[config.mk]
export PLATFORM = sky130hd
export DESIGN_NAME = mem_arbiter
export DESIGN_NICKNAME = d
export VERILOG_FILES = /design/src/rtl/mem_pkg.sv /design/src/rtl/mem_decode.sv /design/src/rtl/mem_arbiter.sv
export SDC_FILE = /design/constraint.sdc
export NUM_CORES = 1
export LEC_CHECK = 0
export ABC_CLOCK_PERIOD_IN_PS = 2100
export BUFFER_PORTS_ARGS = -buffer_cell sky130_fd_sc_hd__buf_4
export CAP_MARGIN = 20
export CORE_UTILIZATION = 43
export CTS_BUF_LIST = sky130_fd_sc_hd__clkbuf_4
export DETAILED_ROUTE_END_ITERATION = 16
export PLACE_DENSITY_LB_ADDON = 0.3
export SYNTH_ARGS = -nofsm -noshare
export SYNTH_HDL_FRONTEND = slang
export SYNTH_SLANG_ARGS = --single-unit
[constraint.sdc]
create_clock -name ph2 -period 2.1 [get_ports ph2]
set_input_delay 0.105 -clock ph2 [delete_from_list [all_inputs] [get_ports ph2]]
set_output_delay 0.105 -clock ph2 [all_outputs]
set_load 0.03 [all_outputs]
[src/rtl/mem_pkg.sv]
// Shared types and default address map for the memory arbiter and its decode.
package mem_pkg;

   typedef logic [15:0] addr_t;
   typedef logic [7:0]  data_t;

   typedef enum logic {
      OWN_CPU = 1'b0,
      OWN_DMA = 1'b1
   } owner_e;

   // Read-return tag launched with each granted access.
   typedef struct packed {
      owner_e owner;
      logic   read;
      logic   mapped;
   } rd_tag_t;

   localparam addr_t ROM_BASE_DEF      = 16'hF000;
   localparam addr_t RAM_SIZE_DEF      = 16'h0800;
   localparam addr_t RESET_VECTOR      = 16'hFFFC;
   localparam int    DMA_WAIT_MAX_DEF  = 4;
   localparam int    DMA_BURST_MAX_DEF = 8;

endpackage

[src/rtl/mem_decode.sv]
// Address decode: RAM at the bottom of the map, ROM at the top, hole in between.
module mem_decode
   import mem_pkg::*;
#(
   parameter addr_t ROM_BASE = ROM_BASE_DEF,
   parameter addr_t RAM_SIZE = RAM_SIZE_DEF
) (
   input  addr_t addr,
   output logic  rom_sel,
   output logic  ram_sel,
   output logic  mapped
);

   // Region compare on the presented address.
   always_comb begin
      ram_sel = (addr < RAM_SIZE);
      rom_sel = (addr >= ROM_BASE);
      mapped  = ram_sel | rom_sel;
   end

endmodule

[src/rtl/mem_arbiter.sv]
// Shares the single-cycle memory port between the 6502 core and the DMA/loader.
// The CPU wins by default; DMA is stalled at most DMA_WAIT_MAX cycles and may
// hold the bus for at most DMA_BURST_MAX consecutive cycles against a waiting CPU.
// Both limits are tracked by down-timers whose terminal count (zero) means
// "limit reached".
module mem_arbiter
   import mem_pkg::*;
#(
   parameter addr_t ROM_BASE      = ROM_BASE_DEF,
   parameter addr_t RAM_SIZE      = RAM_SIZE_DEF,
   parameter int    DMA_WAIT_MAX  = DMA_WAIT_MAX_DEF,
   parameter int    DMA_BURST_MAX = DMA_BURST_MAX_DEF
) (
   input  logic  ph2,
   input  logic  reset_b,
   input  logic  cpu_req,
   input  logic  cpu_we,
   input  addr_t cpu_addr,
   input  data_t cpu_wdata,
   output logic  cpu_rdy,
   output data_t cpu_rdata,
   output logic  cpu_rvalid,
   input  logic  dma_req,
   input  logic  dma_we,
   input  addr_t dma_addr,
   input  data_t dma_wdata,
   output logic  dma_gnt,
   output data_t dma_rdata,
   output logic  dma_rvalid,
   output logic  mem_en,
   output logic  mem_we,
   output addr_t mem_addr,
   output data_t mem_wdata,
   output logic  rom_sel,
   output logic  ram_sel,
   input  data_t mem_rdata,
   output logic  wr_err
);

   localparam int WAIT_W  = $clog2(DMA_WAIT_MAX + 1);
   localparam int BURST_W = $clog2(DMA_BURST_MAX + 1);

   logic [WAIT_W-1:0]  wait_tmr;
   logic [BURST_W-1:0] burst_tmr;
   logic               wait_tc;
   logic               burst_tc;
   logic               dma_win;
   logic               cpu_gnt;
   logic               active;
   logic               sel_we;
   addr_t              sel_addr;
   data_t              sel_wdata;
   logic               dec_rom;
   logic               dec_ram;
   logic               dec_mapped;
   rd_tag_t            tag;
   data_t              ret_data;
   data_t              cpu_rdata_q;
   data_t              dma_rdata_q;

   assign wait_tc  = (wait_tmr == '0);
   assign burst_tc = (burst_tmr == '0);

   // Grant decision and bus mux from registered timers.
   always_comb begin
      dma_win   = dma_req && (!cpu_req || wait_tc) && !(burst_tc && cpu_req);
      cpu_gnt   = cpu_req && !dma_win;
      active    = dma_win || cpu_gnt;
      sel_we    = dma_win ? dma_we    : cpu_we;
      sel_addr  = dma_win ? dma_addr  : cpu_addr;
      sel_wdata = dma_win ? dma_wdata : cpu_wdata;
   end

   mem_decode #(
      .ROM_BASE (ROM_BASE),
      .RAM_SIZE (RAM_SIZE)
   ) u_decode (
      .addr    (sel_addr),
      .rom_sel (dec_rom),
      .ram_sel (dec_ram),
      .mapped  (dec_mapped)
   );

   // Memory strobes; ROM and hole writes never reach the array.
   always_comb begin
      cpu_rdy   = !cpu_req || cpu_gnt;
      dma_gnt   = dma_win;
      mem_en    = active && (dec_ram || (dec_rom && !sel_we));
      mem_we    = active && sel_we && dec_ram;
      mem_addr  = sel_addr;
      mem_wdata = sel_wdata;
      rom_sel   = active && dec_rom;
      ram_sel   = active && dec_ram;
   end

   // Wait and burst down-timers, reloaded whenever their run is broken.
   always_ff @(posedge ph2 or negedge reset_b) begin
      if (!reset_b) begin
         wait_tmr  <= WAIT_W'(DMA_WAIT_MAX);
         burst_tmr <= BURST_W'(DMA_BURST_MAX);
      end else begin
         if (!dma_req || dma_win)
            wait_tmr <= WAIT_W'(DMA_WAIT_MAX);
         else if (!wait_tc)
            wait_tmr <= wait_tmr - WAIT_W'(1);
         if (!dma_win)
            burst_tmr <= BURST_W'(DMA_BURST_MAX);
         else if (!burst_tc)
            burst_tmr <= burst_tmr - BURST_W'(1);
      end
   end

   // Launch the read-return tag and flag illegal writes for the next cycle.
   always_ff @(posedge ph2 or negedge reset_b) begin
      if (!reset_b) begin
         tag    <= '{owner: OWN_CPU, read: 1'b0, mapped: 1'b0};
         wr_err <= 1'b0;
      end else begin
         tag.owner  <= dma_win ? OWN_DMA : OWN_CPU;
         tag.read   <= active && !sel_we;
         tag.mapped <= dec_mapped;
         wr_err     <= active && sel_we && !dec_ram;
      end
   end

   // Route returning data to the tag owner; the other side keeps its last byte.
   always_comb begin
      ret_data   = tag.mapped ? mem_rdata : 8'h00;
      cpu_rvalid = tag.read && (tag.owner == OWN_CPU);
      dma_rvalid = tag.read && (tag.owner == OWN_DMA);
      cpu_rdata  = cpu_rvalid ? ret_data : cpu_rdata_q;
      dma_rdata  = dma_rvalid ? ret_data : dma_rdata_q;
   end

   // Hold registers for the per-requester read data.
   always_ff @(posedge ph2 or negedge reset_b) begin
      if (!reset_b) begin
         cpu_rdata_q <= 8'h00;
         dma_rdata_q <= 8'h00;
      end else begin
         cpu_rdata_q <= cpu_rdata;
         dma_rdata_q <= dma_rdata;
      end
   end

endmodule

# Word level (Yosys, flattened, before mapping)
# Cells that the tools add are included.
[totals]
register_bits = 27
in_bits = 62
out_inout_bits = 49
wordCells = 54
[op_classes]
addsub = 2
order_cmp = 2
n_eq_ne = 2
n_mux = 11
bitwise = 2
n_reduce_logical = 27
[op_table]
columns = ["operator", "n"]
rows = [
  ["8-bit 2-to-1 mux", 4],
  ["16-bit >= comparator, second input constant", 1],
  ["16-bit by 12-bit < comparator with 1-bit output, second input constant", 1],
  ["16-bit 2-to-1 mux", 1],
  ["1-bit logical AND", 14],
  ["4-bit 2-to-1 mux", 2],
  ["1-bit zero test", 6],
  ["3-bit 2-to-1 mux", 2],
  ["1-bit logical OR", 5],
  ["4-bit zero test", 1],
  ["4-bit by 1-bit subtractor with 4-bit output, second input constant", 1],
  ["3-bit zero test", 1],
  ["3-bit by 1-bit subtractor with 3-bit output, second input constant", 1],
  ["1-bit 2-to-1 mux", 2],
  ["2-bit by 1-bit != test with 1-bit output, second input constant", 1],
  ["2-bit != test, second input constant", 1],
  ["1-bit NOT", 1],
  ["1-bit bitwise OR", 1],
]

# Longest topological paths before layout
[logic_depth]
word_depth = 9
ltp_mapped = 9
depth_no_buf = 8

# Hierarchy
# Synthesis repeated with hierarchy kept, for this count alone.
[unflattened]
hier_cells = 156
area_unflattened_um2 = 1630.3
[by_module_without_submodules]
columns = ["module", "instances", "cells_per_inst", "area_per_inst_um2", "seq_area_each_um2"]
rows = [
  ["mem_arbiter", 1, 152, 1595.3, 678.2],
  ["mem_decode", 1, 4, 35.0, 0.0],
]

# Worst setup path before layout
# OpenSTA, ideal clock, no wires.
[synth_timing]
kind = "register to output"
from = "register wait_tmr[0]"
to = "output rom_sel"
arrival_time_ns = 1.939
required_ns = 1.995
setup_slack_ns = 0.056
path_stages_with_launch = 9
n_path_buf = 0
cell_sequence = "dfrtp_1 > inv_1 > ha_1 > ha_1 > nand2b_2 > nand3_4 > inv_4 > mux2_4 > nor2_1"
[synth_between]
elab_chain_cells = 8
word_cells_on_any_way = 10
classes_between = "order compare (1); mux (1); reduce/logical (8)"
[synth_rtl]
columns = ["element", "line_no", "text"]
rows = [
  ["start: declaration", "mem_arbiter.sv:43", "logic [WAIT_W-1:0] wait_tmr;"],
  ["start signal: assignment", "mem_arbiter.sv:99", "wait_tmr <= WAIT_W'(DMA_WAIT_MAX);"],
  ["start signal: assignment", "mem_arbiter.sv:103", "wait_tmr <= WAIT_W'(DMA_WAIT_MAX);"],
  ["start signal: assignment", "mem_arbiter.sv:105", "wait_tmr <= wait_tmr - WAIT_W'(1);"],
  ["3-bit zero test *", "mem_arbiter.sv:61", "assign wait_tc = (wait_tmr == '0);"],
  ["1-bit logical OR *", "mem_arbiter.sv:66", "dma_win = dma_req && (!cpu_req || wait_tc) && !(burst_tc && cpu_req);"],
  ["1-bit logical AND * (2 in a row)", "mem_arbiter.sv:66", ""],
  ["parallel branches: the longest is 3 deep, another holds 16-bit >= comparator", "--", ""],
  ["1-bit logical AND *", "mem_arbiter.sv:92", "rom_sel = active && dec_rom;"],
  ["end: declaration", "mem_arbiter.sv:34", "output logic rom_sel,"],
]
# Every way passes the cells marked *.

# Final worst setup path
[layout_timing]
from = "register wait_tmr[1]"
to = "output mem_we"
[layout_between]
elab_chain_cells = 9
word_cells_on_any_way = 12
classes_between = "order compare (1); mux (2); reduce/logical (9)"
[layout_rtl]
columns = ["element", "line_no", "text"]
rows = [
  ["3-bit zero test *", "mem_arbiter.sv:61", ""],
  ["1-bit logical OR *", "mem_arbiter.sv:66", ""],
  ["1-bit logical AND * (2 in a row)", "mem_arbiter.sv:66", ""],
  ["parallel branches: the longest is 4 deep, another holds 16-bit by 12-bit < comparator with 1-bit output", "--", ""],
  ["1-bit logical AND *", "mem_arbiter.sv:89", "mem_we = active && sel_we && dec_ram;"],
  ["end: declaration", "mem_arbiter.sv:31", "output logic mem_we,"],
]
# Marks and branches as above.

==> impl_metrics.toml <==
[grt]
grt_pass1_wl_um = 7280
grt_use_total = 0.232
grt_max_degree = 28
grt_pass1_vias = 1660
grt_overflow = 0
antenna_found_initial = 0

[floorplanning]
die_area_um2 = 4060
die_width_um = 63.7
rows = 22
io_pins = 111
initial_core_util = 0.448
fp.dieH_um = 63.7
core-area_um2 = 3660

[layout]
stdcell_count = 377
nets = 395
antenna_cells = 0
fillCellCount = 270
final_cell_area_um2 = 2820
layout-drive-gt1-share = 0.495
postLayoutCoreUtil = 0.771
syn_to_final_growth_pct = 72.1

[worst_setup_path]
reg2reg_from = "wait_tmr[1]"
critPathMaxFanout = 5
r2r_setup_slack_ns = 0.38
cp_data_arrival_time_ns = 2.08
end_kind = "output pin"
startpoint = "wait_tmr[1]"
cp-start-kind = "flop"
worst-endpoint-required_ns = 2.00
worstSetupPathType = "flop to output pin"
r2r_end = "wr_err"
r2r_cells = 8

[worst_hold_path]
min_to = "tag[1]"
hold_path.class = "input port to flop"
min_from = "dma_we"
holdPathStages = 3

[route]
drt_wl_total_um = 5010
drtIter0Drc = 105
firstDrtPassIters = 4
drc = 0
num_vias = 1823
drtAntennaViolNets = 0
detail_route.vias_per_cell = 4.84
avgRoutedWirePerCell_um = 13.3

[synth]
synth_seq_cells = 27
netlist_area_um2 = 1640
synth.net_count = 273
synth.avg_cell_area_um2 = 7.88
yosysUniqueCellTypes = 40
syn_inst = 208
yosysWarnings = 0
ys_seq_area_frac = 0.414

[power_and_ir_drop]
powerDensity_nw_per_um2 = 582
finalPower_mw = 1.64
vdd_drop_max_v = 0.000281
leakagePower_nw = 1.49

[timing]
tightest_slew_ns = 0.555
slew_headroom = 0.630
period_needed_ns = 2.19
fin_crit_sh = 1.04
skew_ns = 0.00865
fin_ws_ns = -0.0862
fmax_ghz = 0.457
finalSetupViolations = 5
finalHoldViolCount = 0
slew_violations = 0
grt_setup_unrepaired = "yes"

[placed_design]
dpl_cell_area_um2 = 2500
dp_cells = 360
pre_cts_ws_ns = 0.156
dp_hpwl_um = 3590
gp_congestion = 0.831
io_buffers = 110

[clock_network]
clkSinkCount = 27
clk_latency_ns = 0.34
root_buffer = "clkbuf_4"
clk_pin_slew_ns = 0.14
tritoncts = "yes"
clock_path_buffers = 2
cts_buffers = 3
cts_max_level = 1

[outcome]
violations = "setup timing"
status = "finished, violations left"

[run]
drv_cap = 0
==> how the worst max path moves through the flow <==
stage / end
global placement: mem_en
finish: mem_we
floorplan: rom_sel
detailed placement: mem_en
CTS: mem_en
global route: mem_we
==> state kept, by name, summed over array words and instances (netlist names) <==
register	flops
wr_err	1
tag	3
burst_tmr	4
wait_tmr	3
cpu_rdata_q	8
dma_rdata_q	8
==> synth_stat cells <==
cell type	count	share of area
a21boi_0	1	0.0046
a21oi_1	1	0.0031
a31oi_1	1	0.0038
and3_1	1	0.0038
buf_2	4	0.012
buf_6	2	0.014
clkbuf_1	4	0.0092
dfrtp_1	25	0.38
dfstp_2	2	0.032
ha_1	3	0.023
inv_1	8	0.018
inv_4	1	0.0038
mux2_2	1	0.0069
mux2_4	1	0.0092
mux2i_2	1	0.0084
mux2i_4	1	0.014
nand2_1	102	0.23
nand2b_1	2	0.0076
nand2b_2	1	0.0053
nand2b_4	1	0.0084
nand3_1	1	0.0031
nand3_4	1	0.011
nand4_1	3	0.011
nand4bb_2	1	0.0099
nor2_1	6	0.014
nor2_2	1	0.0038
nor2_4	1	0.0069
nor2b_1	1	0.0038
nor3_1	1	0.0031
nor3_2	1	0.0061
nor3b_1	1	0.0046
nor3b_2	1	0.0076
nor3b_4	1	0.011
o21ai_0	16	0.049
o21ai_1	1	0.0031
o21ai_2	2	0.011
o22ai_2	1	0.0076
or3b_4	1	0.0069
or4_4	2	0.014
xnor2_1	2	0.011
==> worst max-delay path, stage by stage (launching register included) <==
cell	delay, ns
dfrtp_1	0.42
inv_1	0.07
ha_2	0.18
ha_4	0.13
nand2b_4	0.12
nand3_4	0.10
buf_4	0.16
mux2i_2	0.16
nor3_2	0.21
buf_4	0.19
==> layout make-up <==
cell class | count | area (um2) | area share
repair buffers | 127 | 1090 | 0.388
multi-input cells | 162 | 921 | 0.326
flip-flops and latches | 27 | 678 | 0.240
well taps | 48 | 60.1 | 0.0213
inverters | 9 | 38.8 | 0.0137
clock buffers | 3 | 22.5 | 0.00798
clock inverters | 1 | 7.51 | 0.00266
==> power by group <==
group	internal (mW)	switching [mW]
registers	0.575	0.0262
clock network	0.0732	0.155
logic	0.371	0.443
total	1.02	0.624
==> cell usage in the layout (no fill, tap or decap), types with 2 or more instances in the layout <==
cell | netlist | final
dfrtp_1 | 25 | 25
or4_4 | 2 | 2
nand2b_4 | 1 | 2
buf_4 | 0 | 95
xnor2_1 | 2 | 2
inv_1 | 8 | 8
nand4_1 | 3 | 3
nor2_1 | 6 | 5
ha_2 | 0 | 2
nand2_2 | 0 | 8
mux2_4 | 1 | 2
buf_6 | 2 | 28
dlygate4sd3_1 | 0 | 2
nand2_1 | 102 | 94
dfstp_2 | 2 | 2
o21ai_0 | 16 | 16
nand2b_1 | 2 | 2
nor2_4 | 1 | 2
clkbuf_4 | 0 | 3
o21ai_2 | 2 | 2
==> layer usage <==
layer	GRT usage	wire length, um	vias up
met3	0.0375	259	8
met4	0.105	105	0
met5	0	0	-
met1	0.257	1990	834
met2	0.431	2650	74
li1	-	-	907
==> through the flow <==
stage,TNS [ns],hold slack (ns)
global route,-1.98,0.0397
CTS,-0.587,0.0646
detailed placement,0,0.0300
global placement,0,0.0335
finish,-0.233,0.0683
floorplan,0,-0.191
==> timing repair <==
item / CTS / global route
gates resized for setup: 7 / 42
pin swaps: 3 / 7
gates cloned: 0 / 1
hold buffers: 2 / 0
setup endpoints to repair: 28 / 29
buffers inserted: 4 / 10
hold endpoints to repair: 28 / 0
==> cell families (layout without fill, tap and decap cells) <==
logic type | Yosys count | after routing | share of synthesized area
AND/OR/NAND/NOR | 130 | 130 | 0.376
flip-flops | 27 | 27 | 0.414
XOR/XNOR | 2 | 2 | 0.0107
multiplexers | 4 | 4 | 0.0382
adder cells (fa/ha/maj) | 3 | 3 | 0.0229
AO/OA/AOI/OAI | 23 | 23 | 0.0817
buffers and inverters | 19 | 140 | 0.0573
No activity file was read; power rests on OpenSTA's default activity.
